===== src/rtl/dmem_arb_pkg.sv =====
// ----------------------------------------------------------------------------
// dmem_arb_pkg
// Shared definitions for the data-memory arbiter: FSM state type, default
// address/data widths and a helper sizing the burst counter.
// ----------------------------------------------------------------------------
package dmem_arb_pkg;

    typedef enum logic [1:0] {
        IDLE   = 2'd0,
        GRANT0 = 2'd1,
        GRANT1 = 2'd2
    } arb_state_e;

    localparam int DMEM_ADR_W  = 5;
    localparam int DMEM_DATA_W = 32;

    // Counter width for a burst limit of n; never narrower than one bit so a
    // limit of 1 still yields a legal vector.
    function automatic int cnt_width(input int n);
        return (n > 1) ? $clog2(n) : 1;
    endfunction

endpackage


===== src/rtl/dmem_arbiter.sv =====
// ----------------------------------------------------------------------------
// dmem_arbiter
// Two-port arbiter in front of a single-port data memory.  Port 0 is the CPU,
// port 1 the loader/DMA.  Grants are registered (state GRANT0/GRANT1); while a
// port holds the grant and keeps requesting, one access happens per cycle and
// an ack pulse with (for reads) the captured data follows one cycle later.
//
// Default build: round-robin.  A granted port may make MAX_BURST consecutive
// accesses while the other port waits, then the grant moves over.
// DMEM_ARB_CPU_PRIO_EN: fixed priority.  Port 0 wins ties and keeps the grant
// for as long as it requests; port 1 yields after any access once Req0 is up.
//
// Ports
//   i_Clk, i_Reset                 clock, synchronous active-low reset
//   i_Req0/1, i_We0/1              request, write(1)/read(0)
//   i_Adr0/1 [ADR_W], i_WData0/1   word address, write data
//   o_Gnt0/1                       registered grant
//   o_Ack0/1                       registered one-cycle completion pulse
//   o_RData [DATA_W]               registered read data (qualified by ack)
//   o_Stall0                       Req0 & ~Gnt0, freezes the CPU PC
//   o_DMemR/o_DMemW                memory read/write enables
//   o_DataAdr, o_DataIn            memory address / write data
//   i_DataOut                      memory read data (combinational)
// ----------------------------------------------------------------------------
module dmem_arbiter
    import dmem_arb_pkg::*;
#(
    parameter int MAX_BURST = 4,
    parameter int ADR_W     = DMEM_ADR_W,
    parameter int DATA_W    = DMEM_DATA_W
) (
    input  logic              i_Clk,
    input  logic              i_Reset,
    input  logic              i_Req0,
    input  logic              i_Req1,
    input  logic              i_We0,
    input  logic              i_We1,
    input  logic [ADR_W-1:0]  i_Adr0,
    input  logic [ADR_W-1:0]  i_Adr1,
    input  logic [DATA_W-1:0] i_WData0,
    input  logic [DATA_W-1:0] i_WData1,
    output logic              o_Gnt0,
    output logic              o_Gnt1,
    output logic              o_Ack0,
    output logic              o_Ack1,
    output logic [DATA_W-1:0] o_RData,
    output logic              o_Stall0,
    output logic              o_DMemR,
    output logic              o_DMemW,
    output logic [ADR_W-1:0]  o_DataAdr,
    output logic [DATA_W-1:0] o_DataIn,
    input  logic [DATA_W-1:0] i_DataOut
);

    localparam int               CNT_W    = cnt_width(MAX_BURST);
    localparam logic [CNT_W-1:0] CNT_LAST = CNT_W'(MAX_BURST - 1);

    arb_state_e        r_state;
    logic [CNT_W-1:0]  r_cnt;
    logic              r_last;      // 1: port 1 was served last
    logic              r_ack0;
    logic              r_ack1;
    logic [DATA_W-1:0] r_rdata;

    arb_state_e        w_state_nxt;
    logic [CNT_W-1:0]  w_cnt_nxt;
    logic              w_last_nxt;
    logic              w_acc0;
    logic              w_acc1;
    logic              w_burst_end;

    // An access happens only while the granted port is still requesting.
    assign w_acc0      = (r_state == GRANT0) && i_Req0;
    assign w_acc1      = (r_state == GRANT1) && i_Req1;
    assign w_burst_end = (r_cnt == CNT_LAST);

    assign o_Gnt0   = (r_state == GRANT0);
    assign o_Gnt1   = (r_state == GRANT1);
    assign o_Ack0   = r_ack0;
    assign o_Ack1   = r_ack1;
    assign o_RData  = r_rdata;
    assign o_Stall0 = i_Req0 & ~o_Gnt0;

    // ------------------------------------------------------------------
    // Next-state logic
    // ------------------------------------------------------------------
    always_comb begin
        w_state_nxt = r_state;
        w_cnt_nxt   = r_cnt;
        w_last_nxt  = r_last;

        case (r_state)
            IDLE: begin
                w_cnt_nxt = '0;
                if (i_Req0 && i_Req1) begin
`ifdef DMEM_ARB_CPU_PRIO_EN
                    w_state_nxt = GRANT0;
`else
                    w_state_nxt = r_last ? GRANT0 : GRANT1;
`endif
                end else if (i_Req0) begin
                    w_state_nxt = GRANT0;
                end else if (i_Req1) begin
                    w_state_nxt = GRANT1;
                end
            end

            GRANT0: begin
                if (!i_Req0) begin
                    w_last_nxt  = 1'b0;
                    w_cnt_nxt   = '0;
                    w_state_nxt = i_Req1 ? GRANT1 : IDLE;
                end else begin
`ifdef DMEM_ARB_CPU_PRIO_EN
                    // CPU is never limited; counter just wraps.
                    w_cnt_nxt = w_burst_end ? '0 : r_cnt + 1'b1;
`else
                    if (w_burst_end) begin
                        // Limit reached: hand over if port 1 waits, otherwise
                        // start a fresh burst window without saturating.
                        w_cnt_nxt = '0;
                        if (i_Req1) begin
                            w_state_nxt = GRANT1;
                            w_last_nxt  = 1'b0;
                        end
                    end else begin
                        w_cnt_nxt = r_cnt + 1'b1;
                    end
`endif
                end
            end

            GRANT1: begin
                if (!i_Req1) begin
                    w_last_nxt  = 1'b1;
                    w_cnt_nxt   = '0;
                    w_state_nxt = i_Req0 ? GRANT0 : IDLE;
                end else begin
`ifdef DMEM_ARB_CPU_PRIO_EN
                    // Loader gives way after its current access once the CPU asks.
                    if (i_Req0) begin
                        w_cnt_nxt   = '0;
                        w_state_nxt = GRANT0;
                        w_last_nxt  = 1'b1;
                    end else begin
                        w_cnt_nxt = w_burst_end ? '0 : r_cnt + 1'b1;
                    end
`else
                    if (w_burst_end) begin
                        w_cnt_nxt = '0;
                        if (i_Req0) begin
                            w_state_nxt = GRANT0;
                            w_last_nxt  = 1'b1;
                        end
                    end else begin
                        w_cnt_nxt = r_cnt + 1'b1;
                    end
`endif
                end
            end

            default: begin
                w_state_nxt = IDLE;
                w_cnt_nxt   = '0;
            end
        endcase
    end

    always_ff @(posedge i_Clk) begin
        if (!i_Reset) begin
            r_state <= IDLE;
            r_cnt   <= '0;
            r_last  <= 1'b1;        // port 0 wins the first tie
        end else begin
            r_state <= w_state_nxt;
            r_cnt   <= w_cnt_nxt;
            r_last  <= w_last_nxt;
        end
    end

    // ------------------------------------------------------------------
    // Memory side: driven straight from the accessing port, else all zero.
    // ------------------------------------------------------------------
    always_comb begin
        o_DMemR   = 1'b0;
        o_DMemW   = 1'b0;
        o_DataAdr = '0;
        o_DataIn  = '0;
        if (w_acc0) begin
            o_DMemR   = ~i_We0;
            o_DMemW   = i_We0;
            o_DataAdr = i_Adr0;
            o_DataIn  = i_WData0;
        end else if (w_acc1) begin
            o_DMemR   = ~i_We1;
            o_DMemW   = i_We1;
            o_DataAdr = i_Adr1;
            o_DataIn  = i_WData1;
        end
    end

    // Completion: ack one cycle after the access; reads capture memory data,
    // writes leave the last read value in place.
    always_ff @(posedge i_Clk) begin
        if (!i_Reset) begin
            r_ack0  <= 1'b0;
            r_ack1  <= 1'b0;
            r_rdata <= '0;
        end else begin
            r_ack0 <= w_acc0;
            r_ack1 <= w_acc1;
            if ((w_acc0 && !i_We0) || (w_acc1 && !i_We1))
                r_rdata <= i_DataOut;
        end
    end

endmodule


===== config.mk =====
export PLATFORM = sky130hd
export DESIGN_NAME = dmem_arbiter
export DESIGN_NICKNAME = d
export VERILOG_FILES = /design/src/rtl/dmem_arb_pkg.sv /design/src/rtl/dmem_arbiter.sv
export SDC_FILE = /design/constraint.sdc
export NUM_CORES = 1
export LEC_CHECK = 0
export CAP_MARGIN = 20
export CORE_ASPECT_RATIO = 0.5
export CORE_UTILIZATION = 31
export CTS_CLUSTER_DIAMETER = 200
export DETAILED_ROUTE_END_ITERATION = 7
export PLACE_DENSITY_LB_ADDON = 0.12
export SLEW_MARGIN = 20
export SYNTH_ARGS = -nofsm -noshare
export SYNTH_HDL_FRONTEND = slang
export SYNTH_SLANG_ARGS = --single-unit

===== constraint.sdc =====
create_clock -name i_Clk -period 2.49 [get_ports i_Clk]
set_clock_uncertainty 0.2 [all_clocks]
set_input_delay 0.3735 -clock i_Clk [delete_from_list [all_inputs] [get_ports i_Clk]]
set_output_delay 0.3735 -clock i_Clk [all_outputs]
set_load 0.005 [all_outputs]

==> results of run 1 <==
cells by family (layout without fill, tap and decap cells):
logic type | count (synthesis) | count (layout) | synth area share (%)
AO/OA/AOI/OAI | 53 | 53 | 21.60
AND/OR/NAND/NOR | 50 | 50 | 14.56
flip-flops | 39 | 39 | 37.55
multiplexers | 32 | 32 | 15.40
buffers and inverters | 23 | 221 | 7.281
adder cells (fa/ha/maj) | 6 | 6 | 3.610
routing by layer:
metal | track usage [%] | routed length [um] | share of wire [%] | up-vias
met5 | 0 | 0 | 0 | -
met4 | 6.960 | 143 | 1.9 | 0
met3 | 7.347 | 587 | 7.9 | 14
met2 | 37.98 | 3850 | 52 | 93
met1 | 20.78 | 2815 | 38 | 1056
li1 | - | - | - | 1133
cell usage after synthesis:
library cell / count / area [um^2]
o22ai_1: 1 / 6.260
clkbuf_1: 7 / 26.28
buf_12: 3 / 60.06
or3_1: 1 / 6.260
ha_1: 6 / 75.07
nor2b_1: 32 / 200.2
a2111oi_0: 1 / 8.760
mux2i_1: 32 / 320.3
nand3_1: 2 / 10.01
a211oi_1: 2 / 15.01
and2b_1: 1 / 7.510
o22ai_4: 1 / 20.02
nor2_1: 3 / 11.26
inv_1: 6 / 22.52
o311a_1: 1 / 10.01
nand2_4: 1 / 11.26
dfxtp_1: 39 / 780.8
nor3b_1: 2 / 15.01
a21oi_1: 2 / 10.01
o21ai_0: 4 / 20.02
and3_1: 2 / 12.51
buf_2: 4 / 20.02
buf_4: 3 / 22.52
or2b_1: 1 / 7.510
a22oi_1: 1 / 7.510
a32o_1: 1 / 10.01
nand2_1: 4 / 15.01
and2_1: 1 / 6.260
o311ai_1: 1 / 8.760
a22o_1: 38 / 332.8
stage by stage:
step	util [%]	total power (uW)	hold WS [ns]	TNS, ns
2_1_floorplan	-	1197	0.2056	0
4_1_cts	68.56	2416	0.2468	-1.540
3_5_place_dp	65.22	1797	0.2222	-3.946
5_1_grt	69.02	2520	0.2675	0
3_3_place_gp	65.22	1776	0.2181	-3.239
6_report	69.02	2389	0.2591	0
power breakdown:
group	internal, uW	total [uW]	switching [uW]
Sequential	689	724	35.7
Clock	370	598	228
Combinational	661	1070	406
Total	1720	2390	670
state kept, by name, summed over array words and instances, names as in the netlist:
signal and cells:
o_Ack0 1, o_Ack1 1, o_RData 32, r_cnt 2
r_last 1, r_state 2
worst register-to-register path, delay by kind of cell, from the launching register on:
kind,cells,cell delay [ns]
buffers and inverters,3,0.53
AO/OA/AOI/OAI,1,0.14
flip-flops,1,0.34
AND/OR/NAND/NOR,2,0.13
adder cells (fa/ha/maj),1,0.17
multiplexers,1,0.26
how the worst min path moves through the flow:
| stage | startpoint | endpoint | depth (start not counted) | slack [ns] |
|---|---|---|---|---|
| floorplan | r_cnt[0] | r_cnt[0] | 1 | 0.21 |
| CTS | r_cnt[0] | r_cnt[0] | 1 | 0.25 |
| detailed placement | r_cnt[0] | r_cnt[0] | 1 | 0.22 |
| global placement | r_cnt[0] | r_cnt[0] | 1 | 0.22 |
| finish | r_cnt[0] | r_cnt[0] | 1 | 0.26 |
| global route | r_cnt[0] | r_cnt[0] | 1 | 0.27 |
area by class of cell:
class,count,area (um^2),area share (%)
clock inverter,1,5.005,0.1159
tap,88,110.1,2.550
clock buffer,7,132.6,3.072
multi-input combinational,141,1182,27.38
inverter,6,22.52,0.5216
sequential,39,782.0,18.11
timing repair buffer,207,2083,48.25
what timing repair did:
action	4_1_cts	5_1_grt
hold buffers	0	0
buffers inserted	2	0
gates resized for setup	41	11
cloned	2	0
endpoints found under the setup margin	39	10
pin swaps	2	0
==> summary.txt, run 1 <==
Synth
  – Mapped cell area: between 2000 and 2500 um^2
  – Synth Area per Inst: roughly 10 um^2
  – Syn_nets: 321
  – Seq/Total Area, Yosys: a little under two fifths
  – Synthesis warning total: 0
  – Flops & latches, synth: 39
  – Synth cell types: 30
  – Synth Instances: around 200

Cells and area
  – Most common cell after layout, fill and taps aside: clkdlybuf4s50_1
  – Area Growth Syn to Fin: 107.6%
  – Filler cells: around 500
  – Final instance area: 4318 um^2
  – Non-Filler Instances: about 490
  – Fin nets: a little over 500
  – Layout cell share with drive strength beyond 1: roughly 8.5%
  – Ant. Diodes: 0
  – Most frequent cells in the layout: clkdlybuf4s50_1, a22o_1, dfxtp_1, mux2i_1, nor2b_1

Clock network
  – Worst skew pair latency: about 0.28 ns
  – CTS HTree Levels: 2
  – Clock Tree Root: clkbuf_16
  – Clk buf depth: 2
  – Num CTS Buffers: 5
  – CTS sink count: 39
  – CTS tree: yes
  – Clock transition at the registers of the reported paths: ~0.050 ns

Power
  – Pwr dens: between 500 and 600 nW/um^2
  – P_leak: roughly 0.0019 uW
  – Peak supply drop: between 0.0003 and 0.0004 V

STA
  – Worst setup margin: between 0.1 and 0.15 ns
  – Worst slew pin tran: between 0.4 and 0.5 ns
  – RSZ-0062 raised after global routing: no
  – Final Hold Vio Count: 0
  – Max-slew violations: 0
  – Final min period: about 2.4 ns
  – Final period util: between 90% and 100%
  – Setup violations, final: 0
  – Worst slew margin: 73.08%
  – Fmax: 423.7 MHz

Worst hold path
  – Hold WC Path Type: flop to flop

Worst setup path
  – Worst Setup Path Type: flop to output port
  – Crit end category: output port
  – Flop2flop setup slack: ~0.61 ns
  – Crit. Startpoint: r_state[1]
  – Setup crit end: o_DataIn[10]
  – Max stage delay on crit path: approximately 0.34 ns
  – Reg2reg start: r_state[0]
  – Crit path cell chain: inv_2, ha_4, and2_4, nor2_4, buf_6, buf_16, a22o_1, dlygate4sd2_1
  – CP required: around 1.9 ns
  – FF-to-FF path depth: 8
  – Crit-path max FO: 9
  – FF-to-FF End: o_RData[7]
  – Slowest cell on the critical path: dfxtp_2
  – WP buf/inv: 4
  – Crit path max-delay family: buffers and inverters
  – CP arrival: 1.79 ns
  – Startpoint Class: flop
  – CP Depth: 8

Detailed routing
  – Post-route ant nets: 0
  – DRC Markers: 0
  – DRT Pass-1 Iters: 4
  – Routed WL: between 7000 and 8000 um
  – Routed len/inst: ~15 um
  – Vias: approximately 2300
  – DRT iter0 DRCs: 75
  – Average vias per placed instance: around 4.7

Placement
  – HPWL after DPL: approximately 5700 um
  – # placed instances: about 480
  – Post-place setup slack: -0.1329 ns
  – GP Congestion: approximately 0.85
  – Placed cell areas: 4080 um^2
  – # port buffers: 187

Outcome
  – Status: finished clean

Global route
  – Vias in the first global route: 2302
  – Initial antenna violation count: 0
  – Total track usage: between 10% and 20%
  – Largest net degree at the start of global routing: 33
  – Remaining Overflow, GRT: 0
  – First-pass GRT wire length: between 10000 and 15000 um

Floorplanning
  – # IOs: 188
  – Area of the core: approximately 6300 um^2
  – Initial Util: between 30% and 40%
  – Rows: 20
  – Vert. Die Dim: about 60 um
  – Die area: just over 7000 um^2
  – Die Wd: roughly 120 um

Job
  – Max-Cap Viols: 0
Power figures use the tool's default switching activity.
==> run 2, diff against run 1 <==
--- a/config.mk
+++ b/config.mk
@@ -13,2 +13,3 @@
 export PLACE_DENSITY_LB_ADDON = 0.12
+export SKIP_CTS_REPAIR_TIMING = 1
 export SLEW_MARGIN = 20
==> constraint.sdc (replaced) <==
create_clock -name i_Clk -period 2.49 [get_ports i_Clk]
set_clock_uncertainty 0.2 [all_clocks]
set_input_delay 0.6225 -clock i_Clk [delete_from_list [all_inputs] [get_ports i_Clk]]
set_output_delay 0.6225 -clock i_Clk [all_outputs]
set_load 0.005 [all_outputs]
==> summary.txt, run 2 (same netlist as run 1, synthesis figures left out) <==
STA
  – Max-slew violations: 0 (unchanged)
  – Final period util: 99.84% (was 94.79%)
  – Fmax: 402.3 MHz (was 423.7 MHz)
  – Final Hold Vio Count: 0 (unchanged)
  – RSZ-0062 raised after global routing: yes (was no)
  – Worst slew pin tran: 0.3408 ns (was 0.4039 ns)
  – Worst slew margin: 76.69% (was 73.08%)
  – Hold_ws: 0.2486 ns (was 0.2591 ns)
  – Setup violations, final: 0 (unchanged)
  – Final min period: 2.486 ns (was 2.360 ns)
  – Setup TNS: 0 ns (unchanged)

Job
  – Max-Cap Viols: 0 (unchanged)

Floorplanning
  – Area of the core: 6256 um^2 (unchanged)
  – Vert. Die Dim: 59.92 um (unchanged)
  – Die Wd: 117.8 um (unchanged)
  – # IOs: 188 (unchanged)
  – Die area: 7059 um^2 (unchanged)
  – Rows: 20 (unchanged)
  – Initial Util: 33.24% (unchanged)

Power
  – Pwr dens: 573.2 nW/um^2 (was 553.4 nW/um^2)
  – P_leak: 0.001771 uW (was 0.001880 uW)
  – Peak supply drop: 0.0003325 V (was 0.0003017 V)

Clock network
  – Worst skew pair latency: 0.27 ns (was 0.28 ns)
  – Clock transition at the registers of the reported paths: 0.05 ns (about the same)
  – CTS tree: yes (unchanged)
  – Clock Tree Root: clkbuf_16 (unchanged)
  – CTS sink count: 39 (unchanged)
  – Clk buf depth: 2 (unchanged)
  – Num CTS Buffers: 5 (unchanged)
  – CTS HTree Levels: 2 (unchanged)

Worst setup path
  – Worst Setup Path Type: flop to output port (unchanged)
  – Startpoint Class: flop (unchanged)
  – Crit end category: output port (unchanged)
  – CP arrival: 1.66 ns (was 1.79 ns)
  – Crit-path max FO: 8 (was 9)
  – CP required: 1.67 ns (was 1.92 ns)

Cells and area
  – Layout cell share with drive strength beyond 1: 21.79% (was 8.479%)
  – Fin nets: 531 (was 518)
  – Largest register FFs: 32 (unchanged)
  – Ant. Diodes: 0 (unchanged)
  – Area Growth Syn to Fin: 110.3% (was 107.6%)
  – Filler cells: 479 (was 503)
  – Most common cell after layout, fill and taps aside: clkdlybuf4s50_1 (unchanged)
  – Most frequent cells in the layout: clkdlybuf4s50_1, a22o_1, dfxtp_1, mux2i_1, nor2b_1 (unchanged)

Detailed routing
  – DRT iter0 DRCs: 68 (was 75)
  – Average vias per placed instance: 4.729 (was 4.695)
  – DRT Pass-1 Iters: 4 (unchanged)
  – Post-route ant nets: 0 (unchanged)
  – Routed len/inst: 15.42 um (was 15.12 um)
  – Routed WL: 7724 um (was 7396 um)
  – Vias: 2369 (was 2296)
  – DRC Markers: 0 (unchanged)

Global route
  – Initial antenna violation count: 0 (unchanged)
  – Largest net degree at the start of global routing: 39 (was 33)
  – Total track usage: 19.65% (was 19.89%)
  – Remaining Overflow, GRT: 0 (unchanged)
  – First-pass GRT wire length: 10850 um (was 11000 um)
  – Vias in the first global route: 2308 (was 2302)

Placement
  – GP Congestion: 0.8236 (was 0.8541)
  – # port buffers: 187 (unchanged)
  – HPWL after DPL: 5976 um (was 5687 um)

Worst hold path
  – Hold WC Path Type: flop to flop (unchanged)

Outcome
  – Status: finished clean (unchanged)
run 2: cell types whose count changed in the layout (fill, tap and decap cells not counted), moves of 3 or more:
| cell | before | now |
|---|---|---|
| buf_12 | 2 | 6 |
| buf_2 | 0 | 23 |
| clkbuf_16 | 5 | 10 |
| clkbuf_2 | 0 | 16 |
| clkdlybuf4s50_1 | 148 | 145 |
| dlygate4sd2_1 | 29 | 0 |
| dlymetal6s2s_1 | 10 | 3 |
run 2: path summary, 6_finish.rpt:
check	slack, ns	cells after the start	end	startpoint
worst max-delay path	0.004	9	o_DataIn[9]	r_state[0]
worst min-delay path	0.25	1	r_cnt[0]	r_cnt[0]
worst max register to register	0.55	9	o_RData[12]	r_state[0]
worst min register to register	0.25	1	r_cnt[0]	r_cnt[0]
run 2: cell type report:
cell class | count | area (um^2) | area share, %
clock buffer | 6 | 138.9 | 3.175
tap | 88 | 110.1 | 2.517
sequential | 39 | 785.8 | 17.96
timing repair buffer | 220 | 2125 | 48.57
multi-input combinational | 141 | 1185 | 27.09
clock inverter | 1 | 5.005 | 0.1144
inverter | 6 | 25.02 | 0.5721
run 2: worst max-delay path, stage by stage (launching register included):
cell       delay [ns]
dfxtp_4          0.35
buf_6            0.12
inv_4            0.05
ha_4             0.14
nand2_4          0.06
nor2_4           0.12
buf_12           0.15
clkbuf_16        0.15
a22o_1           0.12
buf_2            0.12
run 2: metal layers:
layer	global-route usage, %	share of wire (%)
met1	19.10	37
met2	40.67	54
met4	6.044	1.5
met3	6.489	7.2
met5	0	0
run 2: per-stage QoR:
step | instance area [um^2] | std cells | util [%] | power (uW) | setup WS (ns)
2_1_floorplan | 2079 | 203 | - | 1197 | 0.07746
3_3_place_gp | 4130 | 482 | 66.02 | 1809 | -0.6030
3_5_place_dp | 4130 | 482 | 66.02 | 1837 | -0.6308
4_1_cts | 4274 | 489 | 68.32 | 2459 | -0.6356
5_1_grt | 4374 | 501 | 69.92 | 2639 | -0.08199
6_report | 4374 | 501 | 69.92 | 2507 | 0.004032
run 2: power by group:
part / total (uW) / switching (uW) / internal, uW / leakage (uW)
Combinational: 1170 / 443 / 728 / 0.00138
Sequential: 727 / 35.1 / 692 / 0.000317
Clock: 609 / 218 / 390 / 0.0000727
Total: 2510 / 697 / 1810 / 0.00177
